<file path="config.mk">
export PLATFORM = sky130hd
export DESIGN_NAME = bin_gcd
export DESIGN_NICKNAME = d
export VERILOG_FILES = /design/src/rtl/rsa_pkg.sv /design/src/rtl/bin_gcd_step.sv /design/src/rtl/bin_gcd.sv
export SDC_FILE = /design/constraint.sdc
export NUM_CORES = 1
export LEC_CHECK = 0
export CORE_MARGIN = 3
export CORE_UTILIZATION = 29
export CTS_CLUSTER_SIZE = 8
export DETAILED_ROUTE_END_ITERATION = 8
export GPL_ROUTABILITY_DRIVEN = 0
export SLEW_MARGIN = 20
export SYNTH_ARGS = -nofsm -noshare
export SYNTH_HDL_FRONTEND = slang
export SYNTH_SLANG_ARGS = --single-unit
</file>
<file path="constraint.sdc">
create_clock -name clk -period 2.7 [get_ports clk]
set_clock_uncertainty 0.1 [all_clocks]
set_input_delay 0.27 -clock clk [delete_from_list [all_inputs] [get_ports clk]]
set_output_delay 0.27 -clock clk [all_outputs]
set_load 0.01 [all_outputs]
</file>
<file path="src/rtl/rsa_pkg.sv">
// Shared definitions for the RSA key-setup helpers: GCD FSM encoding and width helpers.
// Latency: n/a (types and constant functions only).
// Backpressure: n/a.
package rsa_pkg;

  // Control states of the GCD engine
  typedef enum logic [1:0] {
    ST_IDLE = 2'd0,
    ST_RUN  = 2'd1,
    ST_DONE = 2'd2
  } gcd_state_t;

  // Width needed to count RUN cycles up to 2W+1
  function automatic int cycles_width(input int w);
    return $clog2(2 * w + 2);
  endfunction

  // Width of the common power-of-two counter k (k never exceeds W)
  function automatic int kcnt_width(input int w);
    return $clog2(w + 1);
  endfunction

endpackage

</file>
<file path="src/rtl/bin_gcd_step.sv">
// One binary-GCD (Stein) reduction step on the working operands x, y and shift count k.
// Latency: purely combinational, zero cycles.
// Backpressure: none; the caller decides whether to register the next values.
module bin_gcd_step
  import rsa_pkg::*;
#(
  parameter int W  = 8,
  parameter int KW = kcnt_width(W)
) (
  input  logic [W-1:0]  x,
  input  logic [W-1:0]  y,
  input  logic [KW-1:0] k,
  output logic [W-1:0]  x_nxt,
  output logic [W-1:0]  y_nxt,
  output logic [KW-1:0] k_nxt,
  output logic          term
);

  logic [W-1:0] diff_xy;
  logic [W-1:0] diff_yx;

  // Both differences are formed; the compare below picks the one that cannot underflow
  assign diff_xy = x - y;
  assign diff_yx = y - x;

  // Priority-ordered reduction; once either operand is zero everything holds
  always_comb begin
    x_nxt = x;
    y_nxt = y;
    k_nxt = k;
    term  = (x == '0) || (y == '0);
    if (!term) begin
      if (!x[0] && !y[0]) begin
        // Common factor of two: remember it in k
        x_nxt = x >> 1;
        y_nxt = y >> 1;
        k_nxt = k + 1'b1;
      end else if (!x[0]) begin
        x_nxt = x >> 1;
      end else if (!y[0]) begin
        y_nxt = y >> 1;
      end else if (x >= y) begin
        // Odd minus odd is even, so the halving is exact
        x_nxt = diff_xy >> 1;
      end else begin
        y_nxt = diff_yx >> 1;
      end
    end
  end

endmodule

</file>
<file path="src/rtl/bin_gcd.sv">
// Binary GCD engine with start/finish handshake, optional constant-time mode and step count.
// Latency: finish N+1 cycles after accept; N = steps+1 (variable) or 2W+1 (constant-time).
// Backpressure: start is only sampled in IDLE; requests while busy are dropped, not queued.
module bin_gcd
  import rsa_pkg::*;
#(
  parameter int W  = 8,
  parameter int CW = $clog2(2 * W + 2)
) (
  input  logic          clk,
  input  logic          rst_n,
  input  logic          start,
  input  logic [W-1:0]  a,
  input  logic [W-1:0]  b,
  input  logic          ct_mode,
  output logic [W-1:0]  gcd,
  output logic          finish,
  output logic          busy,
  output logic [CW-1:0] cycles
);

  localparam int KW = kcnt_width(W);
  // Constant-time runs leave RUN when the step counter reaches 2W
  localparam logic [CW-1:0] CT_LAST = CW'(2 * W);

  gcd_state_t    state;
  gcd_state_t    state_nxt;

  logic [W-1:0]  x;
  logic [W-1:0]  y;
  logic [KW-1:0] k;
  logic [CW-1:0] it;
  logic          ct;

  logic [W-1:0]  x_nxt;
  logic [W-1:0]  y_nxt;
  logic [KW-1:0] k_nxt;
  logic          term;
  logic          run_exit;
  logic [W-1:0]  result;

  bin_gcd_step #(
    .W  (W),
    .KW (KW)
  ) u_step (
    .x     (x),
    .y     (y),
    .k     (k),
    .x_nxt (x_nxt),
    .y_nxt (y_nxt),
    .k_nxt (k_nxt),
    .term  (term)
  );

  // gcd = (surviving operand) * 2^k; the survivor is whichever of x, y is nonzero
  assign result = (x | y) << k;

  // Variable mode stops at termination; constant-time mode pads to a fixed count
  always_comb begin
    run_exit = ct ? (it == CT_LAST) : term;
  end

  // State register
  always_ff @(posedge clk) begin
    if (!rst_n) begin
      state <= ST_IDLE;
    end else begin
      state <= state_nxt;
    end
  end

  // Next-state logic
  always_comb begin
    state_nxt = state;
    case (state)
      ST_IDLE: if (start) state_nxt = ST_RUN;
      ST_RUN:  if (run_exit) state_nxt = ST_DONE;
      ST_DONE: state_nxt = ST_IDLE;
      default: state_nxt = ST_IDLE;
    endcase
  end

  // Handshake outputs decoded from state
  always_comb begin
    busy   = (state != ST_IDLE);
    finish = (state == ST_DONE);
  end

  // Operand latch, one reduction step per RUN cycle, result capture on RUN exit
  always_ff @(posedge clk) begin
    if (!rst_n) begin
      x      <= '0;
      y      <= '0;
      k      <= '0;
      it     <= '0;
      ct     <= 1'b0;
      gcd    <= '0;
      cycles <= '0;
    end else begin
      case (state)
        ST_IDLE: begin
          if (start) begin
            x  <= a;
            y  <= b;
            k  <= '0;
            it <= '0;
            ct <= ct_mode;
          end
        end
        ST_RUN: begin
          // After termination the step block holds x/y/k, so CT padding is harmless
          x  <= x_nxt;
          y  <= y_nxt;
          k  <= k_nxt;
          it <= it + 1'b1;
          if (run_exit) begin
            gcd    <= result;
            cycles <= it + 1'b1;
          end
        end
        default: begin
        end
      endcase
    end
  end

endmodule

</file>
==> run summary, run 1 <==
design area - 0.00380 mm²
Reg area - 823 µm²
final hold viol count - 0
Initial Util - 29.9%
area grow syn2layout - 22.5%
die area - 0.0120 mm²
Die W - 109 µm
Yosys top cell area share - 26.4%
Setup TNS - 0 ns
number of global-route vias before repair - 2761
Max clock buf depth - 2
number of buffers created by CTS - 5
Levels on crit path - 8
flop2flop setup slack - 0.11 ns
via/cell ratio - 5.17
fin. max-slew vios - 0
run status - finished, final reports clean
Final Util - 36.7%
EDFF count, synth - 0
cell area after synthesis - 0.00311 mm²
final hold slack - 0.353 ns
crit-path max FO - 3
Crit-path slowest cell - or4_1
reg2reg start - y[1]$_SDFFE_PN0P_
DP HPWL - 6530 µm
DR iter-0 viols - 162
Hold Path Class - flip-flop to flip-flop
antenna violations before repair - 0
Row Count - 37
WHS Endpoint - gcd[2]$_SDFFE_PN0P_
# fillers - 1093
Critical Path AT - 2.73 ns
Crit. End Element - flip-flop
H-tree depth - 2
WS Path Type - flip-flop to flip-flop
CP Launch Type - flip-flop
drt drc - 0
worst skew pair latency - 0.30 ns
Multi-input gate area - 0.00210 mm²
cell family with most CP delay - simple AND/OR/NAND/NOR gates
FMAX - 387 MHz
leading area contributor after synthesis - dfxtp_1
DR WL/cell - 15.2 µm
WP data required - 2.84 ns
Die Height - 109 µm
max_slew headroom - 50.7%
min-delay src - gcd[2]$_SDFFE_PN0P_
final period utilization - 95.8%
CTS tree - yes
Syn Area/Cell - 7.94 µm²
async set-reset flop share out of synthesis - 0%
crit-path cells - inv_1, ha_1, or3_1, a31oi_1, mux2_2, or4_1, o21ai_1, a32o_1
post-synthesis sequential area ratio - 26.4%
DRT Pass-1 Iters - 4
share of cells above drive strength 1 - 12.3%
CORE AREA - 0.0104 mm²
Clock Root Buffer - clkbuf_8
placed insts - 559
cells after synthesis - 391
fin cells - 567
Power Density - 958 mW/mm²
most common flop cell mapped by yosys - dfxtp_1
n_diodes - 0
vias - 2930
dpl cell area - 0.00367 mm²
first-pass GRT wire length - 13800 µm
Area contributors post-synth - dfxtp_1 26%, ha_1 10%, a21oi_1 5.5%
FF-to-FF End - y[4]$_SDFFE_PN0P_
remaining global-route overflow - 0
hold bufs inserted after CTS - 0
unrepaired setup endpoints after global routing - no
Cell variety after synth - 55
Hold Crit Depth - 2
IR drop worst, VDD - 546 µV
# setup viols final - 0
post-route ant nets - 0
P_leak - 0.00145 µW
pin count of the biggest net entering global routing - 30
R2R depth - 8
Sink Count - 41
Worst path max stage delay - 0.47 ns
max_cap viols - 0
I/O Buffers - 34
CP bufs+invs - 1
post-synth net total - 439
final WL - 8610 µm
clock period minus worst slack - 2.59 ns
Synthesis Warnings - 0
flops & latches, synth - 41
Tot GR Track Use - 14.5%
measured slew at the worst slew-check pin - 0.735 ns
number of I/O pins - 35
Nets - 478
Reg clk slew, reported paths - 0.09 ns
[metrics by stage]
step	power (µW)	setup WS, ns
finish	3640	0.113
global route	3930	0.000252
CTS	3590	0.0251
detailed placement	3130	0.0500
global placement	3110	0.136
floorplan	2430	0.0615
[worst min-delay path: stages (launching register included)]
cell and delay [ns]:
dfxtp_1 0.31, nand2_1 0.05, a21oi_1 0.05
[worst max-delay path by stage]
stage / end / from
2_1_floorplan: y[4]$_SDFFE_PN0P_ / y[2]$_SDFFE_PN0P_
5_1_grt: x[4]$_SDFFE_PN0P_ / y[2]$_SDFFE_PN0P_
3_3_place_gp: y[4]$_SDFFE_PN0P_ / y[2]$_SDFFE_PN0P_
4_1_cts: y[4]$_SDFFE_PN0P_ / y[2]$_SDFFE_PN0P_
6_report: y[4]$_SDFFE_PN0P_ / y[1]$_SDFFE_PN0P_
3_5_place_dp: y[4]$_SDFFE_PN0P_ / y[2]$_SDFFE_PN0P_
[layout by cell type (no fill, tap or decap), types with 11 or more instances in the layout]
cell type,n
xnor2_1,11
dfxtp_1,39
o21ai_0,15
nor2_1,38
mux2i_1,16
clkdlybuf4s50_1,34
ha_1,24
nand2_1,31
buf_4,22
nand3_1,11
nand2b_1,12
a21oi_1,34
inv_1,28
[state kept, by name, summed over array words and instances, names as in the netlist]
signal and cells:
ct 1, state 2, gcd 8, it 5
k 4, y 8, cycles 5, x 8
[cells in the mapped netlist (all sizes together), types with 8 or more instances]
cell type  instances
nor2              39
ha                26
clkbuf            16
inv               29
a21oi             34
a32o               8
or4                8
nand2             32
nand3             11
o31ai             12
o21ai             17
mux2i             16
buf                8
nand2b            12
xnor2             11
dfxtp             41
[what timing repair did]
item / CTS / global route
endpoints found under the setup margin: 0 / 13
gates resized for setup: 0 / 10
setup buffers: 0 / 0
[where the power goes]
part           leakage (µW)  total, µW  switching, µW  internal, µW
Combinational       0.00106       2390           1330          1060
Sequential         0.000335        810            101           709
Clock             0.0000512        441            234           208
Total               0.00145       3640           1670          1970
[per-layer routing]
metal  GRT usage [%]  wire length, µm  share of wire (%)
met1            19.6             4100                 48
met2            23.4             3860                 45
met3            2.23              413                4.8
met4            5.25              242                2.8
met5               0                0                  0
[layout make-up]
cell class                      count  area share, %
Multi-Input combinational cell    297           55.2
Clock buffer                        6           2.17
Sequential cell                    41           21.6
Tap cell                          136           4.47
Timing Repair Buffer               56           13.3
Clock inverter                      2          0.362
Inverter                           29           2.86
[cell families (layout without fill, tap and decap cells)]
| kind of cell | count (synthesis) | count (layout) | synth area share, % |
|---|---|---|---|
| compound gates | 101 | 101 | 22.1 |
| xor+xnor | 15 | 15 | 4.23 |
| fa+ha+maj | 28 | 28 | 11.8 |
| buf+inv | 53 | 93 | 6.97 |
| flops | 41 | 41 | 26.4 |
| mux | 21 | 21 | 7.33 |
| simple gates | 132 | 132 | 21.2 |
No activity file was read; power rests on OpenSTA's default activity.
==> run 2, diff against run 1 <==
--- a/config.mk
+++ b/config.mk
@@ -5,7 +5,6 @@
 export SDC_FILE = /design/constraint.sdc
 export NUM_CORES = 1
 export LEC_CHECK = 0
-export CORE_MARGIN = 3
 export CORE_UTILIZATION = 29
 export CTS_CLUSTER_SIZE = 8
 export DETAILED_ROUTE_END_ITERATION = 8
==> run 2 against run 1 <==
Design area grew 1.6%. Global-route usage grew 1.4 points. Critical path depth is the same. Combinational power grew 5%. Register-to-register slack gained 0.02 ns. Worst hold slack lost 0.0014 ns. Critical path type unchanged. Largest cell class unchanged.
==> run summary, run 2 (synthesis gave the netlist of run 1 again) <==
run status - finished, final reports clean
DP HPWL - 6470 µm
CP Launch Type - flip-flop
Tot GR Track Use - 16.0%
Reg clk slew, reported paths - 0.09 ns
max_slew headroom - 52.8%
number of I/O pins - 35
CP bufs+invs - 1
Clock Root Buffer - clkbuf_8
most frequent cells in the layout - 41 x dfxtp_1, 38 x nor2_1, 34 x a21oi_1, 34 x clkdlybuf4s50_1, 31 x nand2_1
DR iter-0 viols - 206
H-tree depth - 2
Most Crowded Layer GR - met2
Crit-path slowest cell - or4_1
n_diodes - 0
Row Count - 37
Setup TNS - 0 ns
number of buffers created by CTS - 5
WS Path Type - flip-flop to flip-flop
GR Layer Usage met2 - 26.2%
worst skew pair latency - 0.30 ns
FMAX - 390 MHz
Initial Util - 29.9%
Die Height - 105 µm
Levels on crit path - 8
I/O Buffers - 34
fin. max-slew vios - 0
max_cap viols - 0
unrepaired setup endpoints after global routing - no
via/cell ratio - 5.21
CTS tree - yes
Nets - 483
vias - 2979
Sink Count - 41
cell family with most CP delay - simple AND/OR/NAND/NOR gates
Hold Crit Depth - 2
final hold viol count - 0
Largest regs - gcd (8), x (8), y (8)
Worst path max stage delay - 0.47 ns
final WL - 8570 µm
remaining global-route overflow - 0
drt drc - 0
WP data required - 2.85 ns
measured slew at the worst slew-check pin - 0.702 ns
clock period minus worst slack - 2.56 ns
P_leak - 0.00148 µW
share of cells above drive strength 1 - 13.5%
Die W - 105 µm
CORE AREA - 0.0104 mm²
GR Layer Usage met3 - 2.10%
most common cell after layout, fill and taps aside - dfxtp_1
met1 global-route usage - 21.7%
pin count of the biggest net entering global routing - 30
# setup viols final - 0
crit-path cells - inv_1, ha_1, or3_4, a31oi_2, mux2_2, or4_1, o21ai_1, a32o_1
crit-path max FO - 3
number of global-route vias before repair - 2879
DR WL/cell - 15.0 µm
hold bufs inserted after CTS - 0
Max clock buf depth - 2
Critical Path AT - 2.71 ns
post-route ant nets - 0
DRT Pass-1 Iters - 5
R2R depth - 8
IR drop worst, VDD - 430 µV
final period utilization - 94.9%
Hold Path Class - flip-flop to flip-flop
Crit. End Element - flip-flop
design area - 0.00386 mm²
area grow syn2layout - 24.4%
Power Density - 971 mW/mm²
antenna violations before repair - 0
first-pass GRT wire length - 14500 µm
dpl cell area - 0.00370 mm²
die area - 0.0111 mm²
[run 2: cell count changes in the layout (fill, tap and decap cells not counted), moves of 2 or more]
cell,delta
o31ai_2,-2
o31ai_1,+2
buf_4,+5
dfxtp_1,+2
dfxtp_2,-2
[run 2: power by group]
group | switching, µW | internal, µW
clock network | 237 | 208
registers | 97.0 | 707
logic | 1370 | 1130
[run 2: path summary, 6_finish.rpt]
path	from	endpoint	slack (ns)
max	x[2]$_SDFFE_PN0P_	y[4]$_SDFFE_PN0P_	0.14
min	gcd[6]$_SDFFE_PN0P_	gcd[6]$_SDFFE_PN0P_	0.35
max reg2reg	x[2]$_SDFFE_PN0P_	y[4]$_SDFFE_PN0P_	0.14
min reg2reg	gcd[6]$_SDFFE_PN0P_	gcd[6]$_SDFFE_PN0P_	0.35
[run 2: final cells by class]
type	instances	area, µm²
fillers	1088	6510
multi-input cells	297	2120
flip-flops and latches	41	821
repair buffers	61	543
well taps	136	170
inverters	29	109
clock buffers	6	82.6
clock inverters	2	13.8
[run 2: through the flow]
| step | total power (µW) | utilization, % | worst slack (ns) | instances | hold slack, ns |
|---|---|---|---|---|---|
| global placement | 3120 | 35.7 | 0.148 | 563 | 0.339 |
| detailed placement | 3160 | 35.7 | 0.0704 | 563 | 0.344 |
| finish | 3750 | 37.3 | 0.136 | 572 | 0.351 |
| CTS | 3610 | 36.6 | 0.0351 | 571 | 0.355 |
| floorplan | 2430 | - | 0.0615 | 391 | 0.314 |
| global route | 4040 | 37.3 | 0.0114 | 572 | 0.375 |
[run 2: what timing repair did]
action | in CTS | in global routing
setup endpoints to repair | 0 | 13
buffers inserted | 0 | 1
gates resized for setup | 0 | 12
[run 2: worst register-to-register path, stage by stage (launching register included)]
cell and delay [ns]:
dfxtp_1 0.36, inv_1 0.07, ha_1 0.29, or3_4 0.41, a31oi_2 0.19, mux2_2 0.34
or4_1 0.47, o21ai_1 0.15, a32o_1 0.13
[run 2: routing by layer]
layer / share of wire (%) / vias up
met5: 0 / -
met4: 2.3 / 0
met3: 3.7 / 17
met2: 46 / 76
met1: 48 / 1416
li1: - / 1470
